**config.mk**
```make
export PLATFORM = sky130hd
export DESIGN_NAME = mem_rr_arbiter
export DESIGN_NICKNAME = d
export VERILOG_FILES = /design/src/rtl/mem_rr_arbiter_pkg.sv /design/src/rtl/mem_rr_arbiter_rr_pick.sv /design/src/rtl/mem_rr_arbiter.sv
export SDC_FILE = /design/constraint.sdc
export NUM_CORES = 1
export LEC_CHECK = 0
export ABC_AREA = 1
export BUFFER_PORTS_ARGS = -buffer_cell sky130_fd_sc_hd__buf_2
export CAP_MARGIN = 20
export CORE_MARGIN = 1
export CORE_UTILIZATION = 49
export CTS_CLUSTER_DIAMETER = 120
export CTS_CLUSTER_SIZE = 12
export DETAILED_ROUTE_END_ITERATION = 6
export GPL_ROUTABILITY_DRIVEN = 0
export PLACE_DENSITY = 0.92
export SYNTH_ARGS = -nofsm -noshare
export SYNTH_HDL_FRONTEND = slang
export SYNTH_SLANG_ARGS = --single-unit
```
**constraint.sdc**
```tcl
create_clock -name clk -period 2 [get_ports clk]
set_clock_uncertainty 0.1 [all_clocks]
set_input_delay 0.1 -clock clk [delete_from_list [all_inputs] [get_ports clk]]
set_output_delay 0.1 -clock clk [all_outputs]
set_load 0.005 [all_outputs]
```
**src/rtl/mem_rr_arbiter_pkg.sv**
```systemverilog
// Shared types and defaults for the round-robin memory arbiter.
// States, default sizing constants and direction encodings live here.
package mem_arb_pkg;

    typedef enum logic [1:0] {
        IDLE = 2'd0,
        BUSY = 2'd1,
        RESP = 2'd2
    } state_t;

    localparam int DEF_WIDTH   = 16;
    localparam int DEF_DEPTH   = 64;
    localparam int DEF_TIMEOUT = 255;

    localparam logic WR = 1'b1;
    localparam logic RD = 1'b0;

endpackage

```
**src/rtl/mem_rr_arbiter_rr_pick.sv**
```systemverilog
// Combinational rotate-priority picker: first asserted request at or above
// the pointer, wrapping around; reusable by any shared-resource arbiter.
module rr_pick #(
    parameter int NUM_REQ = 2,
    parameter int IDX_W   = $clog2(NUM_REQ)
) (
    input  logic [NUM_REQ-1:0] req,
    input  logic [IDX_W-1:0]   ptr,
    output logic [NUM_REQ-1:0] gnt,
    output logic [IDX_W-1:0]   idx,
    output logic               any
);

    // Walk the requesters starting at ptr; the first hit wins.
    always_comb begin
        gnt = '0;
        idx = '0;
        any = 1'b0;
        for (int i = 0; i < NUM_REQ; i++) begin
            if (!any && req[IDX_W'((int'(ptr) + i) % NUM_REQ)]) begin
                any = 1'b1;
                gnt[IDX_W'((int'(ptr) + i) % NUM_REQ)] = 1'b1;
                idx = IDX_W'((int'(ptr) + i) % NUM_REQ);
            end
        end
    end

endmodule

```
**src/rtl/mem_rr_arbiter.sv**
```systemverilog
// Round-robin arbiter sharing one valid/ready single-port memory among
// NUM_REQ requesters, with a watchdog that aborts stalled transfers.
module mem_rr_arbiter
    import mem_arb_pkg::*;
#(
    parameter int WIDTH      = DEF_WIDTH,
    parameter int DEPTH      = DEF_DEPTH,
    parameter int ADDR_WIDTH = $clog2(DEPTH),
    parameter int NUM_REQ    = 2,
    parameter int TIMEOUT    = DEF_TIMEOUT
) (
    input  logic                          clk,
    input  logic                          rst,
    input  logic [NUM_REQ-1:0]            req_valid,
    input  logic [NUM_REQ-1:0]            req_wr_rd,
    input  logic [NUM_REQ*ADDR_WIDTH-1:0] req_addr,
    input  logic [NUM_REQ*WIDTH-1:0]      req_wdata,
    output logic [NUM_REQ-1:0]            req_ready,
    output logic [WIDTH-1:0]              req_rdata,
    output logic                          req_err,
    output logic [NUM_REQ-1:0]            grant,
    output logic                          valid,
    output logic                          wr_rd,
    output logic [ADDR_WIDTH-1:0]         addr,
    output logic [WIDTH-1:0]              wdata,
    input  logic [WIDTH-1:0]              rdata,
    input  logic                          ready
);

    localparam int IDX_W = $clog2(NUM_REQ);
    localparam int CNT_W = $clog2(TIMEOUT + 1);

    state_t state, state_nxt;

    logic [IDX_W-1:0]      rr_ptr, rr_ptr_nxt;
    logic [IDX_W-1:0]      gidx, gidx_nxt;
    logic [CNT_W-1:0]      cnt, cnt_nxt;
    logic [NUM_REQ-1:0]    grant_nxt, req_ready_nxt;
    logic [WIDTH-1:0]      req_rdata_nxt, wdata_nxt;
    logic [ADDR_WIDTH-1:0] addr_nxt;
    logic                  req_err_nxt, valid_nxt, wr_rd_nxt;

    logic [NUM_REQ-1:0]    pick_gnt;
    logic [IDX_W-1:0]      pick_idx;
    logic                  pick_any;

    rr_pick #(
        .NUM_REQ(NUM_REQ),
        .IDX_W  (IDX_W)
    ) u_pick (
        .req(req_valid),
        .ptr(rr_ptr),
        .gnt(pick_gnt),
        .idx(pick_idx),
        .any(pick_any)
    );

    always_ff @(posedge clk or negedge rst) begin
        if (!rst) begin
            state     <= IDLE;
            rr_ptr    <= '0;
            gidx      <= '0;
            cnt       <= '0;
            grant     <= '0;
            req_ready <= '0;
            req_rdata <= '0;
            req_err   <= 1'b0;
            valid     <= 1'b0;
            wr_rd     <= 1'b0;
            addr      <= '0;
            wdata     <= '0;
        end else begin
            state     <= state_nxt;
            rr_ptr    <= rr_ptr_nxt;
            gidx      <= gidx_nxt;
            cnt       <= cnt_nxt;
            grant     <= grant_nxt;
            req_ready <= req_ready_nxt;
            req_rdata <= req_rdata_nxt;
            req_err   <= req_err_nxt;
            valid     <= valid_nxt;
            wr_rd     <= wr_rd_nxt;
            addr      <= addr_nxt;
            wdata     <= wdata_nxt;
        end
    end

    // All memory-facing fields are frozen once latched, so requester churn
    // during BUSY never reaches the memory.
    always_comb begin
        state_nxt     = state;
        rr_ptr_nxt    = rr_ptr;
        gidx_nxt      = gidx;
        cnt_nxt       = cnt;
        grant_nxt     = grant;
        req_ready_nxt = req_ready;
        req_rdata_nxt = req_rdata;
        req_err_nxt   = req_err;
        valid_nxt     = valid;
        wr_rd_nxt     = wr_rd;
        addr_nxt      = addr;
        wdata_nxt     = wdata;

        case (state)
            IDLE: begin
                if (pick_any) begin
                    grant_nxt = pick_gnt;
                    gidx_nxt  = pick_idx;
                    wr_rd_nxt = req_wr_rd[pick_idx];
                    addr_nxt  = req_addr[pick_idx*ADDR_WIDTH +: ADDR_WIDTH];
                    wdata_nxt = req_wdata[pick_idx*WIDTH +: WIDTH];
                    valid_nxt = 1'b1;
                    cnt_nxt   = '0;
                    state_nxt = BUSY;
                end
            end

            BUSY: begin
                if (ready) begin
                    if (wr_rd == RD) begin
                        req_rdata_nxt = rdata;
                    end
                    req_err_nxt   = 1'b0;
                    req_ready_nxt = grant;
                    valid_nxt     = 1'b0;
                    wr_rd_nxt     = 1'b0;
                    addr_nxt      = '0;
                    wdata_nxt     = '0;
                    state_nxt     = RESP;
                end else if (cnt == CNT_W'(TIMEOUT - 1)) begin
                    req_err_nxt   = 1'b1;
                    req_ready_nxt = grant;
                    valid_nxt     = 1'b0;
                    wr_rd_nxt     = 1'b0;
                    addr_nxt      = '0;
                    wdata_nxt     = '0;
                    state_nxt     = RESP;
                end else begin
                    cnt_nxt = cnt + CNT_W'(1);
                end
            end

            RESP: begin
                rr_ptr_nxt    = (gidx == IDX_W'(NUM_REQ - 1)) ? '0 : gidx + IDX_W'(1);
                grant_nxt     = '0;
                req_ready_nxt = '0;
                req_err_nxt   = 1'b0;
                state_nxt     = IDLE;
            end

            default: begin
                state_nxt = IDLE;
            end
        endcase
    end

endmodule

```
* Word-level counts from Yosys, hierarchy flattened *
Index checks and enable logic that the tools add are counted.

storage, ports and cells
  bits in registers = 57
  latch bits = 0
  bits in writable memories = 0
  ROM bits = 0
  output and inout bits = 45
  memories kept = 0

cells by class
  add/subtract/negate cells = 3
  multipliers = 1
  div/mod/pow operators = 0
  order comparisons = 5
  equal/unequal tests = 7
  shifts and indexed selects = 2
  muxes and demuxes = 47
  bitwise operators = 2
  reduce and logical (&&, ||, !) cells = 15

operator list
  kind                                                                  count
  16-bit two-way mux                                                    3
  16-bit case mux with 2 select lines                                   1
  32-bit by 6-bit indexed part select with 16-bit output                1
  8-bit two-way mux                                                     3
  1-bit two-way mux                                                     19
  6-bit two-way mux                                                     3
  2-bit two-way mux                                                     8
  8-bit case mux with 2 select lines                                    1
  2-bit case mux with 2 select lines                                    3
  6-bit case mux with 2 select lines                                    1
  12-bit by 5-bit indexed part select with 6-bit output                 1
  8-bit by 1-bit adder with 8-bit output, second input constant         1
  8-bit == test, second input constant                                  1
  2-bit AND reduction                                                   4
  1-bit by 3-bit < comparator with 1-bit output, second input constant  2
  2-bit inequality test, second input constant                          3
  1-bit case mux with 2 select lines                                    3
  3-bit AND reduction                                                   2
  2-bit nonzero test                                                    3
  4-bit AND reduction                                                   1
  1-bit logical AND                                                     3
  1-bit by 2-bit multiplier with 3-bit output, second input constant    1
  3-bit inequality test, second input constant                          1
  1-bit adder, second input constant                                    2
  9 further kinds                                                       11

* Longest topological paths before layout *
  depth after elaboration = 11
  gate-level depth with buffers = 11
  gate-level depth less buffers = 10

* Hierarchy *
From an unflattened synthesis, not the netlist that was laid out.

unflattened totals
  cell total of the unflattened synthesis = 343
  area total of the unflattened synthesis = 2,821.5 µm²

by module, submodules not included
  module          times used  cells each  area an instance (µm²)  seq. area each (µm²)
  mem_rr_arbiter  1           336         2,785.2                 1,426.4
  rr_pick         1           7           36.3                    0.0

* Worst setup path before layout *
Ideal clock, no wire load.

  kind = register to register
  start point = reg cnt[0]
  end point = reg wr_rd
  data arrival time = 1.257 ns
  slack = 0.527 ns
  cell stages (with the launch flop) = 11
  clock period less this slack = 1.473 ns
  path through = dfrtp_1 -> inv_1 -> ha_1 -> inv_1 -> nor2_2 -> nand2_2 -> nand3_1 -> nand2_2 -> buf_6 -> nand2_1 -> nand2_1

on the way
  cells in the longest elaborated chain, start to end = 3

RTL lines
  item                                    line                   text
  from (decl)                             mem_rr_arbiter.sv:37   logic [CNT_W-1:0] cnt, cnt_nxt;
  from (signal assigned)                  mem_rr_arbiter.sv:76   cnt <= cnt_nxt;
  8-bit == test                           mem_rr_arbiter.sv:130  end else if (cnt == CNT_W'(TIMEOUT - 1)) begin
  3-bit inequality test (no source line)  --
  3-bit AND reduction (no source line)    --
  to (signal assigned)                    mem_rr_arbiter.sv:82   wr_rd <= wr_rd_nxt;
  to (decl)                               mem_rr_arbiter.sv:23   output logic wr_rd,

No other way between the ends.
A chain may end at the register's enable or synchronous reset.

* Final worst setup path *
  start point = reg cnt[0]
  end point = reg addr[1]

on the way
  cells in the longest elaborated chain, start to end = 3

RTL lines
  item                                    line                   text
  8-bit == test                           mem_rr_arbiter.sv:130
  3-bit inequality test (no source line)  --
  3-bit AND reduction (no source line)    --
  to (signal assigned)                    mem_rr_arbiter.sv:83   addr <= addr_nxt;
  to (decl)                               mem_rr_arbiter.sv:24   output logic [ADDR_WIDTH-1:0] addr,

No other way between the ends.

==> flow_metrics.tcl <==
set metrics [dict create \
    status "completed" \
    crit_slowest_cell "dfrtp_1" \
    worst-r2r-cell-count 9 \
    synth_nets 422 \
    ir_drop_uv 741 \
    layout_commonest_cell "nand2_1" \
    vias 2751 \
    routed_wl_mm 7.29 \
    htree_levels 2 \
    syn_inst 353 \
    rows 27 \
    hp-start "req_addr[9]" \
    dp_cells 523 \
    syn_to_final_growth_pct 29.3 \
    setup_viol 0 \
    antenna_found_initial 0 \
    critPathLaunchType "flop" \
    grt_pass1_vias 2606 \
    max_slew.worst_pin.slew_ns 0.596 \
    ys_seq_area_frac 0.497 \
    met2_usage 0.442 \
    p_total_w 0.00451 \
    powerDensity_nw_per_um2 1240 \
    reg2reg_from "cnt[0]$_DFFE_PN0P_" \
    syn_area_um2 2820 \
    finalWorstSetupSlack_ns 0.213 \
    start_util 0.509 \
    wl_per_cell_um 13.3 \
    track_usage 0.253 \
    drive_gt1_frac 0.310 \
    yosysWarnings 0 \
    grt_use_met3 0.0635 \
    yosysUniqueCellTypes 28 \
    max_freq_mhz 559 \
    path_buf_inv 2 \
    num-nets-final 544 \
    cap_violations 0 \
    timing.hold.ws_ns 0.0221 \
    critPathCaptureType "flop" \
    ios 112 \
    cts_tree "built" \
    crit_arrival_ns 1.89 \
    hold_path_class "in -> reg" \
    ys_seq_elements 56 \
    layout_min_cycle_time_ns 1.79 \
    ant_nets 0 \
    setup_tns_ns 0 \
    die_w_um 77.9 \
    hold_depth 5 \
    rr_endpoint "addr[1]$_DFFE_PN0P_" \
    numPortBuffers 109 \
    worstSkewPairLatency_ns 0.31 \
    pre_cts_ws_ns 0.226 \
    whs_endpoint "addr[3]$_DFFE_PN0P_" \
    cts_resized 0 \
    grt_max_degree 25 \
    synth.avg_cell_area_um2 7.99 \
    hpwl_mm 4.90 \
    cpPeakStageDelay_ns 0.44 \
    clockRootBuffer "clkbuf_8" \
    rrSetupSlack_ns 0.21 \
    first_pass_iters 4 \
    crit_family "simple AND/OR/NAND/NOR gates" \
    dieHeight_um 77.9 \
    crit_type "reg -> reg" \
    nFillCells 443 \
    fin_cells 546 \
    cts-buffers-inserted 5 \
    path_cells "inv_1 -> ha_1 -> inv_1 -> nor2_2 -> nand2_2 -> nand3_1 -> nand2_2 -> nand2_1 -> nand2_1" \
    final_cell_mix "nand2_1 (179), buf_2 (109), dfrtp_1 (56), a21oi_1 (24), o21ai_0 (20)" \
    die_area_um2 6060 \
    grt-busiest-layer "met2" \
    numClockSinks 56 \
    core-area_um2 5540 \
    rsz0062_at_grt "false" \
    drt_iter0_markers 101 \
    insertedDiodeCount 0 \
    cp_max_fo 23 \
    relSlewSlack 0.603 \
    viasPerCell 5.04 \
    clkSlewWorstSetupHoldPaths_ns 0.09 \
    cts_buffer_depth 2 \
    finalCritPeriodShare 0.894 \
    maxSlewViolCount 0 \
    grt_pass1_wl_mm 11.9 \
    met1_usage 0.308 \
    drc 0 \
    finalHoldViolCount 0 \
    grt-ovfl-total 0 \
    post-cts-setup-buffers 0 \
    crit_required_ns 2.10 \
    power_leakage_nw 2.02 \
]
[worst reg2reg max path, stage by stage, from the launching register on]
cell,delay (ns)
dfrtp_1,0.44
inv_1,0.13
ha_1,0.16
inv_1,0.05
nor2_2,0.14
nand2_2,0.08
nand3_1,0.08
nand2_2,0.26
nand2_1,0.17
nand2_1,0.07
[stage by stage]
stage               instance area (um2)   util
floorplan                          2820      -
global placement                   3380  0.610
detailed placement                 3380  0.610
CTS                                3650  0.658
global route                       3650  0.658
finish                             3650  0.658
[registers in the layout, indices dropped and copies added (netlist names)]
name       count
addr           6
cnt            8
gidx           1
grant          1
req_err        1
req_rdata     16
req_ready      2
rr_ptr         1
state          2
valid          1
wdata         16
wr_rd          1
[synth_stat cells]
cell type  instances  share of area
a21oi_1           24          0.043
buf_2              3         0.0053
buf_4              4          0.011
buf_6              2         0.0080
buf_8              3          0.016
clkbuf_1           4         0.0053
conb_1             1         0.0013
dfrtp_1           56           0.50
ha_1               2         0.0089
inv_1             10          0.013
inv_2              3         0.0040
nand2_1          179           0.24
nand2_2            7          0.016
nand2_4            2         0.0080
nand3_1            8          0.014
nand3_2            1         0.0035
nand3_4            2          0.012
nor2_1             5         0.0067
nor2_2             1         0.0022
nor2_4             2         0.0080
nor2_8             1         0.0071
nor3b_1            1         0.0027
o211ai_1           1         0.0027
o21ai_0           20          0.035
o21ai_1            1         0.0018
o21ai_2            7          0.022
o21bai_1           2         0.0053
or2_2              1         0.0022
[cell families (layout without fill, tap and decap cells)]
logic type	after synthesis	in the layout	share of synthesized area
other	1	1	0.00133
buffers and inverters	29	150	0.0626
flip-flops	56	56	0.497
AO/OA/AOI/OAI	55	55	0.110
adder cells (fa/ha/maj)	2	2	0.00887
AND/OR/NAND/NOR	210	210	0.321
[power by group]
part           switching [W]  internal, W
registers           0.000292      0.00155
clock network       0.000350     0.000360
logic                0.00123     0.000732
total                0.00187      0.00264
[area by class of cell]
class                           count  area, um2  share of cell area
Timing Repair Buffer              131        766               0.210
Tap cell                           72       90.1              0.0247
Inverter                           13       48.8              0.0134
Clock buffer                        5       68.8              0.0189
Clock inverter                      1       30.0             0.00823
Sequential cell                    56       1400               0.384
Multi-Input combinational cell    268       1240               0.341
[worst max-delay path by stage]
stage                             startpoint                    end  slack, ns  cells after the start
final                     cnt[0]$_DFFE_PN0P_    addr[1]$_DFFE_PN0P_       0.21                      9
after global routing      cnt[0]$_DFFE_PN0P_    addr[3]$_DFFE_PN0P_       0.04                      9
after CTS                 cnt[0]$_DFFE_PN0P_  wdata[12]$_DFFE_PN0P_       0.20                      9
after detailed placement  cnt[0]$_DFFE_PN0P_  wdata[12]$_DFFE_PN0P_       0.23                      9
after global placement    cnt[0]$_DFFE_PN0P_   wdata[8]$_DFFE_PN0P_       0.31                      9
after floorplan           cnt[0]$_DFFE_PN0P_      wr_rd$_DFFE_PN0P_       0.53                     10
[timing repair]
action	in CTS	in global routing
hold buffers	17	0
hold endpoints to repair	35	0
setup endpoints to repair	0	0
[routing by layer]
metal	share of wire	up-vias
met5	0	-
met4	0.017	0
li1	-	1347
met2	0.50	101
met3	0.068	10
met1	0.42	1293
(Power assumes the default switching activity.)
